[src/rtl/psone_pad.sv]
// PlayStation digital-pad responder on the console ATT/CLK/CMD/DAT/ACK link.
// Answers the 01/42 poll with ID, 0x5A and two button bytes; reports motor bytes.
module psone_pad #(
  parameter logic [7:0] PAD_ID    = 8'h41,
  parameter int         ACK_DELAY = 150,
  parameter int         ACK_WIDTH = 100
) (
  input  logic        iCLK,
  input  logic        iRESET,
  input  logic        iATT,
  input  logic        iPCLK,
  input  logic        iCMD,
  input  logic [15:0] iBTN,
  output logic        oDAT,
  output logic        oACK,
  output logic        oPOLL,
  output logic [15:0] oMOTOR,
  output logic        oERR,
  output logic        oBUSY
);

  localparam int ACK_MAX = (ACK_DELAY > ACK_WIDTH) ? ACK_DELAY : ACK_WIDTH;
  localparam int CW      = $clog2(ACK_MAX + 1);
  localparam logic [CW-1:0] DELAY_LAST = CW'(ACK_DELAY - 1);
  localparam logic [CW-1:0] WIDTH_LAST = CW'(ACK_WIDTH - 1);
  localparam logic [CW-1:0] CNT_ONE    = CW'(1);

  typedef enum logic [2:0] {IDLE, SHIFT, ACK_WAIT, ACK_PULSE, IGNORE} state_t;

  // Bits [0],[1] synchronize the pin; bit [2] is the previous synchronized value for edge detection
  logic [2:0] attSync_q, pclkSync_q;
  logic [1:0] cmdSync_q;

  always_ff @(posedge iCLK or negedge iRESET) begin
    if (!iRESET) begin
      attSync_q  <= '1;
      pclkSync_q <= '1;
      cmdSync_q  <= '1;
    end else begin
      attSync_q  <= {attSync_q[1:0], iATT};
      pclkSync_q <= {pclkSync_q[1:0], iPCLK};
      cmdSync_q  <= {cmdSync_q[0], iCMD};
    end
  end

  logic attFall, attRise, pclkFall, pclkRise, cmdBit;
  assign attFall  = attSync_q[2] & ~attSync_q[1];
  assign attRise  = ~attSync_q[2] & attSync_q[1];
  assign pclkFall = pclkSync_q[2] & ~pclkSync_q[1];
  assign pclkRise = ~pclkSync_q[2] & pclkSync_q[1];
  assign cmdBit   = cmdSync_q[1];

  function automatic logic [7:0] txByte(input logic [2:0] idx, input logic [15:0] btn);
    case (idx)
      3'd0:    txByte = 8'hFF;
      3'd1:    txByte = PAD_ID;
      3'd2:    txByte = 8'h5A;
      3'd3:    txByte = ~btn[7:0];
      3'd4:    txByte = ~btn[15:8];
      default: txByte = 8'hFF;
    endcase
  endfunction

  state_t        state_q, state_d;
  logic [2:0]    bitCnt_q, bitCnt_d;
  logic [2:0]    byteIdx_q, byteIdx_d;
  logic [7:0]    txSr_q, txSr_d;
  logic [7:0]    rxSr_q, rxSr_d;
  logic [15:0]   btnLat_q, btnLat_d;
  logic [7:0]    motorLo_q, motorLo_d;
  logic [15:0]   motor_q, motor_d;
  logic [CW-1:0] ackCnt_q, ackCnt_d;
  logic          byteDone_q, byteDone_d;
  logic          dat_q, dat_d;
  logic          ack_q, ack_d;
  logic          poll_q, poll_d;
  logic          err_q, err_d;

  always_ff @(posedge iCLK or negedge iRESET) begin
    if (!iRESET) begin
      state_q    <= IDLE;
      bitCnt_q   <= '0;
      byteIdx_q  <= '0;
      txSr_q     <= 8'hFF;
      rxSr_q     <= '0;
      btnLat_q   <= '0;
      motorLo_q  <= '0;
      motor_q    <= '0;
      ackCnt_q   <= '0;
      byteDone_q <= 1'b0;
      dat_q      <= 1'b1;
      ack_q      <= 1'b1;
      poll_q     <= 1'b0;
      err_q      <= 1'b0;
    end else begin
      state_q    <= state_d;
      bitCnt_q   <= bitCnt_d;
      byteIdx_q  <= byteIdx_d;
      txSr_q     <= txSr_d;
      rxSr_q     <= rxSr_d;
      btnLat_q   <= btnLat_d;
      motorLo_q  <= motorLo_d;
      motor_q    <= motor_d;
      ackCnt_q   <= ackCnt_d;
      byteDone_q <= byteDone_d;
      dat_q      <= dat_d;
      ack_q      <= ack_d;
      poll_q     <= poll_d;
      err_q      <= err_d;
    end
  end

  // An ATT release overrides everything; a completed byte is judged the cycle after its last bit
  always_comb begin
    state_d    = state_q;
    bitCnt_d   = bitCnt_q;
    byteIdx_d  = byteIdx_q;
    txSr_d     = txSr_q;
    rxSr_d     = rxSr_q;
    btnLat_d   = btnLat_q;
    motorLo_d  = motorLo_q;
    motor_d    = motor_q;
    ackCnt_d   = ackCnt_q;
    byteDone_d = byteDone_q;
    dat_d      = dat_q;
    ack_d      = ack_q;
    poll_d     = 1'b0;
    err_d      = 1'b0;

    if (attRise) begin
      state_d    = IDLE;
      bitCnt_d   = '0;
      byteIdx_d  = '0;
      ackCnt_d   = '0;
      byteDone_d = 1'b0;
      dat_d      = 1'b1;
      ack_d      = 1'b1;
    end else begin
      case (state_q)
        IDLE: begin
          dat_d = 1'b1;
          ack_d = 1'b1;
          if (attFall) begin
            state_d    = SHIFT;
            byteIdx_d  = '0;
            bitCnt_d   = '0;
            txSr_d     = 8'hFF;
            btnLat_d   = iBTN;
            byteDone_d = 1'b0;
          end
        end
        SHIFT: begin
          if (byteDone_q) begin
            byteDone_d = 1'b0;
            if ((byteIdx_q == 3'd0 && rxSr_q != 8'h01) ||
                (byteIdx_q == 3'd1 && rxSr_q != 8'h42)) begin
              err_d   = 1'b1;
              state_d = IGNORE;
              dat_d   = 1'b1;
            end else if (byteIdx_q == 3'd4) begin
              motor_d = {rxSr_q, motorLo_q};
              poll_d  = 1'b1;
              state_d = IGNORE;
              dat_d   = 1'b1;
            end else begin
              if (byteIdx_q == 3'd3) motorLo_d = rxSr_q;
              state_d   = ACK_WAIT;
              ackCnt_d  = '0;
              byteIdx_d = byteIdx_q + 3'd1;
              txSr_d    = txByte(byteIdx_q + 3'd1, btnLat_q);
              dat_d     = 1'b1;
            end
          end else if (pclkFall) begin
            dat_d = txSr_q[bitCnt_q];
          end else if (pclkRise) begin
            rxSr_d[bitCnt_q] = cmdBit;
            bitCnt_d         = bitCnt_q + 3'd1;
            if (bitCnt_q == 3'd7) byteDone_d = 1'b1;
          end
        end
        ACK_WAIT: begin
          if (pclkFall) begin
            state_d = SHIFT;
            ack_d   = 1'b1;
            dat_d   = txSr_q[0];
          end else if (ackCnt_q == DELAY_LAST) begin
            state_d  = ACK_PULSE;
            ackCnt_d = '0;
            ack_d    = 1'b0;
          end else begin
            ackCnt_d = ackCnt_q + CNT_ONE;
          end
        end
        ACK_PULSE: begin
          if (pclkFall) begin
            state_d = SHIFT;
            ack_d   = 1'b1;
            dat_d   = txSr_q[0];
          end else if (ackCnt_q == WIDTH_LAST) begin
            state_d  = SHIFT;
            ackCnt_d = '0;
            ack_d    = 1'b1;
          end else begin
            ackCnt_d = ackCnt_q + CNT_ONE;
          end
        end
        IGNORE: begin
          dat_d = 1'b1;
          ack_d = 1'b1;
        end
        default: state_d = IDLE;
      endcase
    end
  end

  assign oDAT   = dat_q;
  assign oACK   = ack_q;
  assign oPOLL  = poll_q;
  assign oERR   = err_q;
  assign oMOTOR = motor_q;
  assign oBUSY  = (state_q != IDLE);

endmodule

[config.mk]
export PLATFORM = sky130hd
export DESIGN_NAME = psone_pad
export DESIGN_NICKNAME = d
export VERILOG_FILES = /design/src/rtl/psone_pad.sv
export SDC_FILE = /design/constraint.sdc
export NUM_CORES = 1
export LEC_CHECK = 0
export ABC_CLOCK_PERIOD_IN_PS = 7760
export BUFFER_PORTS_ARGS = -buffer_cell sky130_fd_sc_hd__buf_2
export CORE_MARGIN = 2
export CORE_UTILIZATION = 30
export CTS_CLUSTER_SIZE = 20
export DETAILED_ROUTE_END_ITERATION = 10
export MAX_ROUTING_LAYER = met4
export PLACE_DENSITY = 0.52
export SETUP_SLACK_MARGIN = 0.15
export SLEW_MARGIN = 20
export SYNTH_ARGS = -nofsm -noshare
export SYNTH_HDL_FRONTEND = slang
export SYNTH_SLANG_ARGS = --single-unit
[constraint.sdc]
create_clock -name iCLK -period 7.76 [get_ports iCLK]
set_clock_uncertainty 0.15 [all_clocks]
set_input_delay 1.552 -clock iCLK [delete_from_list [all_inputs] [get_ports iCLK]]
set_output_delay 1.552 -clock iCLK [all_outputs]
set_load 0.03 [all_outputs]
==> results of run 1 <==
-- sequential cells by signal, summed over array words and instances, names as in the netlist --
| name | count |
|---|---|
| oPOLL | 1 |
| oACK | 1 |
| pclkSync_q | 3 |
| rxSr_q | 8 |
| motorLo_q | 8 |
| state_q | 3 |
| cmdSync_q | 2 |
| oMOTOR | 16 |
| byteDone_q | 1 |
| btnLat_q | 16 |
| oDAT | 1 |
| txSr_q | 8 |
| oERR | 1 |
| attSync_q | 3 |
| bitCnt_q | 3 |
| byteIdx_q | 3 |
| ackCnt_q | 8 |
-- logic make-up (layout without fill, tap and decap cells) --
kind of cell             Yosys count  count (layout)  synth area share, %
AO/OA/AOI/OAI                     64              64                 11.1
adder cells (fa/ha/maj)           13              13                 3.82
buffers and inverters             35              72                 3.12
flip-flops                        86              86                 51.1
multiplexers                      68              68                 18.4
AND/OR/NAND/NOR                   84              84                 12.5
-- cell usage after synthesis, drive strengths merged (3+ instances only) --
library cell  number  area, um^2
a21oi              6        30.0
buf                4        16.3
nor3               7        46.3
nand2b             5        31.3
or3b               4        35.0
a22o               3        26.3
clkbuf            14        52.6
nor3b              4        30.0
mux2i              8        80.1
dfstp             18         473
nand2             13        48.8
mux2              58         657
a41oi              3        26.3
or4b               4        43.8
nand4              4        25.0
ha                13         163
o211ai            11        82.6
inv               17        63.8
o221ai             8        70.1
dfrtp             68        1700
nor2              12        45.0
nor2b              6        37.5
nor4bb             3        30.0
a211oi             3        27.5
nand3              5        25.0
nand3b             5        37.5
o21ai             12        60.1
-- area by class of cell --
| class | count | share of cell area, % |
|---|---|---|
| Timing Repair Buffer | 41 | 4.33 |
| Multi-Input combinational cell | 229 | 39.9 |
| Clock buffer | 12 | 5.05 |
| Inverter | 17 | 1.31 |
| Tap cell | 180 | 4.61 |
| Clock inverter | 2 | 0.205 |
| Sequential cell | 86 | 44.6 |
-- routing by layer --
layer	part of all wire [%]	wire length, um	vias to the layer above	global-route usage (%)
li1	-	-	1375	-
met1	47	4120	1424	16.9
met2	49	4270	45	19.3
met3	2.7	240	9	2.31
met4	1.4	123	0	6.11
met5	0	0	-	-
-- power by group through the flow --
| stage | Sequential [mW] | Combinational [mW] | Clock [mW] |
|---|---|---|---|
| floorplan | 0.603 | 0.313 | 0 |
| global placement | 0.634 | 0.377 | 0 |
| detailed placement | 0.635 | 0.382 | 0 |
| CTS | 0.628 | 0.384 | 0.398 |
| global route | 0.642 | 0.424 | 0.415 |
| finish | 0.627 | 0.378 | 0.380 |
-- cell usage in the layout, fill, tap and decap left out, types with 3 or more instances in the layout --
master / instances
buf_2: 40
ha_1: 13
nand3_1: 5
mux2i_1: 8
a41oi_1: 3
or3b_2: 4
nor3b_1: 4
nor2b_1: 6
nand2b_1: 5
o21ai_0: 12
o221ai_1: 8
nor4bb_1: 3
dfstp_2: 18
or4b_2: 3
nand2_1: 13
inv_1: 17
clkbuf_16: 9
a22o_1: 3
nor2_1: 12
nor3_1: 6
nand3b_1: 5
dfrtp_1: 68
a21oi_1: 6
o211ai_1: 11
nand4_1: 4
mux2_2: 57
-- per-stage QoR --
stage	std cells	utilization [%]	cell area, um^2
after floorplan	350	-	4260
after global placement	553	33.3	4620
after detailed placement	553	33.3	4620
after CTS	567	35.1	4880
after global routing	567	35.2	4880
final	567	35.2	4880
-- path summary, 6_finish.rpt --
kind                                from            end  slack [ns]  cells after the start
setup / recovery            attSync_q[2]      oMOTOR[2]        4.43                      5
hold / removal             pclkSync_q[0]  pclkSync_q[1]        0.21                      0
setup reg to reg            attSync_q[2]      oMOTOR[2]        4.43                      5
hold reg to reg            pclkSync_q[0]  pclkSync_q[1]        0.21                      0
max in group asynchronous         iRESET      rxSr_q[0]        5.81                      1
min in group asynchronous         iRESET    ackCnt_q[4]        1.12                      1
==> reports/qor.yml, run 1 <==
global_routing:
  grt.total_usage_pct: 12.8
  grt_antenna_before_repair: 0
  grt_pass1_wl_um: 14600
  grt_max_degree: 87
  grt_pass1_vias: 2831
  grt_overflow: 0
hold_path:
  hp-class: "flop to flop"
critical_path:
  critPathMaxFanout: 17
  arrival_ns: 3.39
  start_kind: "flop"
  cp_cell_sequence: "inv_1, ha_1, nor4b_2, nand4_1, mux2_2"
  required_ns: 7.82
  cp_top_family: "simple AND/OR/NAND/NOR gates"
  crit_path_end_kind: "flop"
  cpPeakStageDelay_ns: 0.85
  cp_slowest_cell: "nand4_1"
  critPathKind: "flop to flop"
  worst-path-buf-inv: 1
clock_network:
  holdBufCountCts: 0
  numCtsBuffers: 9
  post-cts-setup-buffers: 0
  clock_latency_ns: 0.34
  cts_buffer_depth: 2
  post_cts_resized: 0
  clk_pin_slew_ns: 0.06
  clock-root-buffer: "clkbuf_16"
  cts_sinks: 86
  cts_tree: "yes"
  htreeDepth: 3
logic_synthesis:
  synth_warnings: 0
  async_flop_share_pct: 100
  synthFlopType: "dfrtp_1"
  synth-edff-count: 0
  yosysUniqueCellTypes: 55
  ys_ff_latch: 86
  syn_area_mm2: 0.00426
  syn_avg_cell_area_um2: 12.2
  netlist_instances: 350
  syn_nets: 384
  ys_seq_area_share_pct: 51.1
drt:
  ant_nets: 0
  first_pass_iters: 4
  wl_um: 8750
  num_vias: 2853
  wl_per_cell_um: 15.4
  drc_errors: 0
  via_per_inst: 5.03
  drtIter0Drc: 116
sta:
  tightest_slew_ns: 0.927
  fmax_mhz: 300
  min_period_ns: 3.33
  slew_violations: 0
  fin_setup_tns_ns: 0
  rsz0062_at_grt: "false"
  hold_viol_final: 0
  holdWs_ns: 0.206
  setup_violations: 0
  max_slew_margin_pct: 38.0
  setup_ws_ns: 4.43
  period_share_pct: 42.9
pwr:
  power_switching_uw: 430
  internal_power_uw: 955
  p_leak_nw: 2.14
  pwr_density_cell_mw_per_mm2: 284
  clockPowerShare_pct: 27.4
  seqPwrFrac_pct: 45.3
  vdd_drop_max_uv: 144
  swShare_pct: 31.1
  combinationalPowerShare_pct: 27.3
  total_power_mw: 1.39
final_layout:
  num_antenna_cells: 0
  areaGrowthSynthToFinish_pct: 14.7
  n_fill_cell: 1406
  drive_gt1_share_pct: 37.7
  multi_input_area_mm2: 0.00195
  seqCellArea_mm2: 0.00217
  nNetsFinal: 418
floorplanning:
  rows: 43
  die_area_mm2: 0.0152
  die_y_um: 123
  die_w_um: 123
  initial_core_util_pct: 30.7
  ios: 42
  coreArea_mm2: 0.0139
placed_design:
  pre_cts_slack_ns: 4.47
  dp_hpwl_um: 6080
  port-buffer-count: 41
  globalplace.congestion: 0.798
run:
  cap_violations: 0
status:
  outcome: "finished, final reports clean"
No activity file was read; power rests on OpenSTA's default activity.
==> run 2, diff against run 1 <==
--- a/config.mk
+++ b/config.mk
@@ -5,7 +5,8 @@
 export SDC_FILE = /design/constraint.sdc
 export NUM_CORES = 1
 export LEC_CHECK = 0
-export ABC_CLOCK_PERIOD_IN_PS = 7760
+export ABC_AREA = 1
+export ABC_CLOCK_PERIOD_IN_PS = 3100
 export BUFFER_PORTS_ARGS = -buffer_cell sky130_fd_sc_hd__buf_2
 export CORE_MARGIN = 2
 export CORE_UTILIZATION = 30
==> constraint.sdc (replaced) <==
create_clock -name iCLK -period 3.1 [get_ports iCLK]
set_clock_uncertainty 0.15 [all_clocks]
set_input_delay 0.62 -clock iCLK [delete_from_list [all_inputs] [get_ports iCLK]]
set_output_delay 0.62 -clock iCLK [all_outputs]
set_load 0.03 [all_outputs]
==> run 2 against run 1 <==
Clock power grew to 2.6 times the previous value. Combinational power grew to 3.1 times the previous value. Clock-buffer cell count decreased by 2. Fmax increased by 54%. Final cell count rose by 27%. Critical endpoint is now txSr_q[3].
==> reports/qor.yml, run 2 <==
status:
  outcome: "finished, final reports clean"
clock_network:
  cts_tree: "yes"
  cts_sinks: 86
  clk_pin_slew_ns: 0.06
  numCtsBuffers: 9
  post-cts-setup-buffers: 0
  clock_latency_ns: 0.35
  htreeDepth: 3
  cts_buffer_depth: 2
  holdBufCountCts: 0
  clock-root-buffer: "clkbuf_16"
  post_cts_resized: 0
sta:
  holdWs_ns: 0.130
  setup_violations: 0
  hold_viol_final: 0
  fmax_mhz: 462
  min_period_ns: 2.17
  period_share_pct: 69.9
  slew_violations: 0
  max_slew_margin_pct: 59.8
  fin_setup_tns_ns: 0
  tightest_slew_ns: 0.603
  rsz0062_at_grt: "false"
logic_synthesis:
  synth_top_area_share_pct: 39.2
  yosysMostFrequentCell: "nand2_1"
  synth_top_area_cell: "dfrtp_1"
  synth_area_leaders: "dfrtp_1 (39%), nand2_1 (12%), dfstp_2 (11%)"
  ys_ff_latch: 86
  async_flop_share_pct: 100
  syn_area_mm2: 0.00434
  ys_top_cells_by_count: "nand2_1 (138), dfrtp_1 (68), inv_1 (47), nor2_1 (46), o21ai_2 (21)"
  yosysUniqueCellTypes: 36
  ys_seq_area_share_pct: 50.1
  netlist_instances: 486
  syn_avg_cell_area_um2: 8.93
  synth-edff-count: 0
  synth_warnings: 0
  synthFlopType: "dfrtp_1"
  syn_nets: 520
floorplanning:
  rows: 43
  coreArea_mm2: 0.0140
  initial_core_util_pct: 31.0
  die_area_mm2: 0.0155
  die_w_um: 124
  die_y_um: 124
  ios: 42
hold_path:
  hp-class: "input pin to asynchronous set/reset pin"
pwr:
  pwr_density_cell_mw_per_mm2: 749
  vdd_drop_max_uv: 399
  p_leak_nw: 2.51
final_layout:
  final_common_cell: "nand2_1"
  drive_gt1_share_pct: 26.0
  instances_no_fill: 718
  areaGrowthSynthToFinish_pct: 15.3
  nNetsFinal: 567
  n_fill_cell: 1468
  num_antenna_cells: 0
  stdcell_area_mm2: 0.00501
  final_cell_mix: "nand2_1 (138), dfrtp_1 (68), inv_1 (47)"
critical_path:
  cpPeakStageDelay_ns: 0.43
  worst-path-buf-inv: 1
  start_kind: "flop"
  cp_slowest_cell: "dfrtp_1"
  critPathKind: "flop to flop"
  cp_cell_sequence: "ha_1, ha_1, inv_2, nand2_1, nand2_1, o21ai_0, nor2_1, o21ai_1"
  crit_path_end_kind: "flop"
  crit_cells: 8
  cp_top_family: "adder cells"
  arrival_ns: 2.28
  critPathMaxFanout: 9
  required_ns: 3.22
  reg2regPathDepth: 8
drt:
  wl_um: 8830
  ant_nets: 0
  wl_per_cell_um: 12.3
  drc_errors: 0
  drtIter0Drc: 182
  via_per_inst: 4.54
  first_pass_iters: 5
  num_vias: 3263
global_routing:
  grt_pass1_vias: 3265
  grt.total_usage_pct: 12.7
  grt_antenna_before_repair: 0
  grt_max_degree: 46
  grt_pass1_wl_um: 15800
  grt_overflow: 0
placed_design:
  port-buffer-count: 41
  dp.cells: 702
  globalplace.congestion: 0.875
  dp_hpwl_um: 6650
  placed_area_mm2: 0.00473
run:
  cap_violations: 0
run 2: cell count changes after synthesis, moves of 10 or more:
| cell | before | now |
|---|---|---|
| nand2_1 | 13 | 138 |
| mux2_2 | 57 | 7 |
| nor2_1 | 12 | 46 |
| inv_1 | 17 | 47 |
| o21ai_2 | 0 | 21 |
| o21ai_1 | 0 | 15 |
| clkbuf_1 | 14 | 0 |
| nand3_1 | 5 | 18 |
| o211ai_1 | 11 | 1 |
run 2: cell type report:
class,count,area [um^2],share of cell area (%)
Sequential cell,86,2170,43.4
Multi-Input combinational cell,340,1900,37.9
Clock buffer,10,229,4.57
Inverter,54,210,4.20
Tap cell,180,225,4.50
Clock inverter,6,45.0,0.900
Timing Repair Buffer,42,228,4.55
run 2: kinds of logic (layout without fill, tap and decap cells):
logic type,Yosys count,in the layout,synth area share (%)
AND/OR/NAND/NOR,231,231,23.3
multiplexers,15,15,4.58
buffers and inverters,60,112,6.25
flip-flops,86,86,50.1
AO/OA/AOI/OAI,78,78,11.4
adder cells (fa/ha/maj),13,13,3.75
XOR/XNOR,3,3,0.605
run 2: path summary, 6_finish.rpt:
check                              start             to  slack (ns)
min in group iCLK          pclkSync_q[0]  pclkSync_q[1]        0.20
setup reg to reg            byteIdx_q[0]      txSr_q[3]        0.93
max in group asynchronous         iRESET           oDAT        1.98
hold reg to reg            pclkSync_q[0]  pclkSync_q[1]        0.20
setup / recovery            byteIdx_q[0]      txSr_q[3]        0.93
hold / removal                    iRESET    btnLat_q[3]        0.13
run 2: power by group:
group	leakage (nW)	switching [mW]	internal (mW)	total, mW
clock network	0.126	0.457	0.547	1.00
registers	1.09	0.175	1.41	1.58
logic	1.29	0.728	0.435	1.16
run 2: per-stage QoR:
| stage | total power [mW] | utilization (%) | worst slack [ns] |
|---|---|---|---|
| after detailed placement | 2.78 | 33.8 | 0.934 |
| after floorplan | 2.48 | - | 1.15 |
| after global routing | 4.04 | 35.8 | 0.706 |
| after global placement | 2.75 | 33.8 | 0.961 |
| final | 3.75 | 35.8 | 0.934 |
| after CTS | 3.81 | 35.8 | 0.899 |
run 2: per-layer routing:
metal  global-route usage [%]  wire length (um)  up-vias
met3                     3.91               369        9
met1                     16.7              4390     1531
met4                     3.97                82        0
li1                         -                 -     1666
met5                        -                 0        -
met2                     18.8              3990       57
==> run 3, diff against run 2 <==
--- a/config.mk
+++ b/config.mk
@@ -6,14 +6,14 @@
 export NUM_CORES = 1
 export LEC_CHECK = 0
 export ABC_AREA = 1
-export ABC_CLOCK_PERIOD_IN_PS = 3100
+export ABC_CLOCK_PERIOD_IN_PS = 1850
 export BUFFER_PORTS_ARGS = -buffer_cell sky130_fd_sc_hd__buf_2
 export CORE_MARGIN = 2
 export CORE_UTILIZATION = 30
 export CTS_CLUSTER_SIZE = 20
 export DETAILED_ROUTE_END_ITERATION = 10
 export MAX_ROUTING_LAYER = met4
-export PLACE_DENSITY = 0.52
+export PLACE_DENSITY = 0.54
 export SETUP_SLACK_MARGIN = 0.15
 export SLEW_MARGIN = 20
 export SYNTH_ARGS = -nofsm -noshare
==> constraint.sdc (replaced) <==
create_clock -name iCLK -period 1.85 [get_ports iCLK]
set_clock_uncertainty 0.15 [all_clocks]
set_input_delay 0.37 -clock iCLK [delete_from_list [all_inputs] [get_ports iCLK]]
set_output_delay 0.37 -clock iCLK [all_outputs]
set_load 0.03 [all_outputs]
==> run 3 against run 2 <==
The flow now finishes with violations (negative setup slack). Sequential cell count stayed put. First-iteration DRC count is 1.6% higher. Via count is 8.0% higher. Clock-buffer cell count is 2 higher. Die area stayed put. Non-clock buffer count is 50 higher. Total power is 100% higher. Combinational power grew to 2.7 times the previous value. Clock power is 81% higher. Cell area is 19% higher. Global-route usage is 0.64 points higher.
==> reports/qor.yml, run 3 (synthesis results as in run 2) <==
final_layout:
  num_antenna_cells: 0
  areaGrowthSynthToFinish_pct: 36.9
  final_common_cell: "nand2_1"
  seqCellArea_mm2: 0.00218
  drive_gt1_share_pct: 42.9
  n_fill_cell: 1392
  final_cell_mix: "nand2_1 (113), dfrtp_1 (66), inv_1 (40)"
  multi_input_area_mm2: 0.00229
  stdcell_area_mm2: 0.00594
  instances_no_fill: 768
  nNetsFinal: 617
global_routing:
  grt_max_degree: 44
  grt_antenna_before_repair: 0
  grt_overflow: 0
  grt_pass1_wl_um: 16600
  grt_pass1_vias: 3483
  grt.total_usage_pct: 13.3
status:
  violations: "negative setup slack"
  outcome: "finished with violations"
sta:
  period_share_pct: 100
  hold_viol_final: 0
  setup_violations: 1
  max_slew_margin_pct: 72.1
  rsz0062_at_grt: "true"
  fin_setup_tns_ns: -0.00403
  min_period_ns: 1.85
  holdWs_ns: 0.112
  setup_ws_ns: -0.00403
  slew_violations: 0
  fmax_mhz: 539
  tightest_slew_ns: 0.417
clock_network:
  htreeDepth: 3
  clock-root-buffer: "clkbuf_16"
  cts_tree: "yes"
  cts_sinks: 86
  clock_latency_ns: 0.34
  cts_buffer_depth: 2
  clk_pin_slew_ns: 0.06
  numCtsBuffers: 9
drt:
  drtIter0Drc: 185
  drc_errors: 0
  wl_um: 9800
  ant_nets: 0
  via_per_inst: 4.59
  num_vias: 3525
  first_pass_iters: 4
  wl_per_cell_um: 12.8
placed_design:
  placed_area_mm2: 0.00505
  dp_hpwl_um: 6930
  dp.cells: 732
  globalplace.congestion: 0.878
  port-buffer-count: 41
floorplanning:
  rows: 43
  ios: 42
  die_area_mm2: 0.0155
  initial_core_util_pct: 31.0
  coreArea_mm2: 0.0140
  die_w_um: 124
  die_y_um: 124
critical_path:
  cp_top_family: "simple AND/OR/NAND/NOR gates"
  cp_cell_sequence: "inv_2, ha_4, nor2_4, nand2_4, inv_6, nand2_8, nor2_4, buf_4, o21bai_1"
  arrival_ns: 1.97
  worst-path-buf-inv: 3
  cp_slowest_cell: "dfstp_2"
  critPathMaxFanout: 8
  required_ns: 1.96
  crit_path_end_kind: "flop"
  cpPeakStageDelay_ns: 0.53
  crit_top_cell: "nor2_4"
  start_kind: "flop"
  critPathKind: "flop to flop"
pwr:
  pwr_density_cell_mw_per_mm2: 1280
  p_leak_nw: 2.93
  vdd_drop_max_uv: 701
  total_power_mw: 7.59
hold_path:
  hp-class: "input pin to flop"
run:
  cap_violations: 0
-- run 3: power by group --
part / internal, mW / switching (mW)
sequential: 2.36 / 0.333
combinational: 1.43 / 1.65
clock: 1.08 / 0.731
-- run 3: final timing paths --
| check | startpoint | end | slack, ns | depth (start not counted) |
|---|---|---|---|---|
| min | iBTN[5] | btnLat_q[5] | 0.11 | 2 |
| max reg2reg | attSync_q[2] | bitCnt_q[0] | -0.004 | 9 |
| min reg2reg | attSync_q[0] | attSync_q[1] | 0.20 | 0 |
| min in group asynchronous | iRESET | btnLat_q[10] | 0.35 | 2 |
| max | attSync_q[2] | bitCnt_q[0] | -0.004 | 9 |
| max in group asynchronous | iRESET | attSync_q[1] | 0.54 | 3 |
-- run 3: timing repair --
action / 4_1_cts / 5_1_grt
hold buffers: 4 / 0
endpoints found under the hold margin: 16 / 0
setup buffers: 4 / 8
gates resized for setup: 73 / 33
pin swaps: 19 / 14
endpoints found under the setup margin: 60 / 72
gates cloned: 2 / 2
-- run 3: area by class of cell --
class	instances	share of cell area, %
repair buffers	92	12.4
flip-flops and latches	86	36.6
clock inverters	4	0.821
well taps	180	3.79
multi-input cells	340	38.5
clock buffers	12	4.15
inverters	54	3.75
-- run 3: worst register-to-register path: stages, from the launching register on --
cell and delay [ns]:
dfstp_2 0.53, inv_2 0.04, ha_4 0.17, nor2_4 0.14, nand2_4 0.10, inv_6 0.10, nand2_8 0.07, nor2_4 0.24
buf_4 0.15, o21bai_1 0.09
-- run 3: stage by stage --
stage	util [%]	setup slack (ns)
2_1_floorplan	-	0.0213
3_3_place_gp	36.1	-0.0280
3_5_place_dp	36.1	-0.0655
4_1_cts	40.9	-0.000315
5_1_grt	42.5	-0.0971
6_report	42.5	-0.00403
-- run 3: routing by layer --
metal / wire (um) / track usage (%) / part of all wire, %
met1: 4670 / 17.1 / 48
met2: 4610 / 20.9 / 47
met3: 357 / 3.39 / 3.6
met4: 159 / 3.83 / 1.6
met5: 0 / - / 0
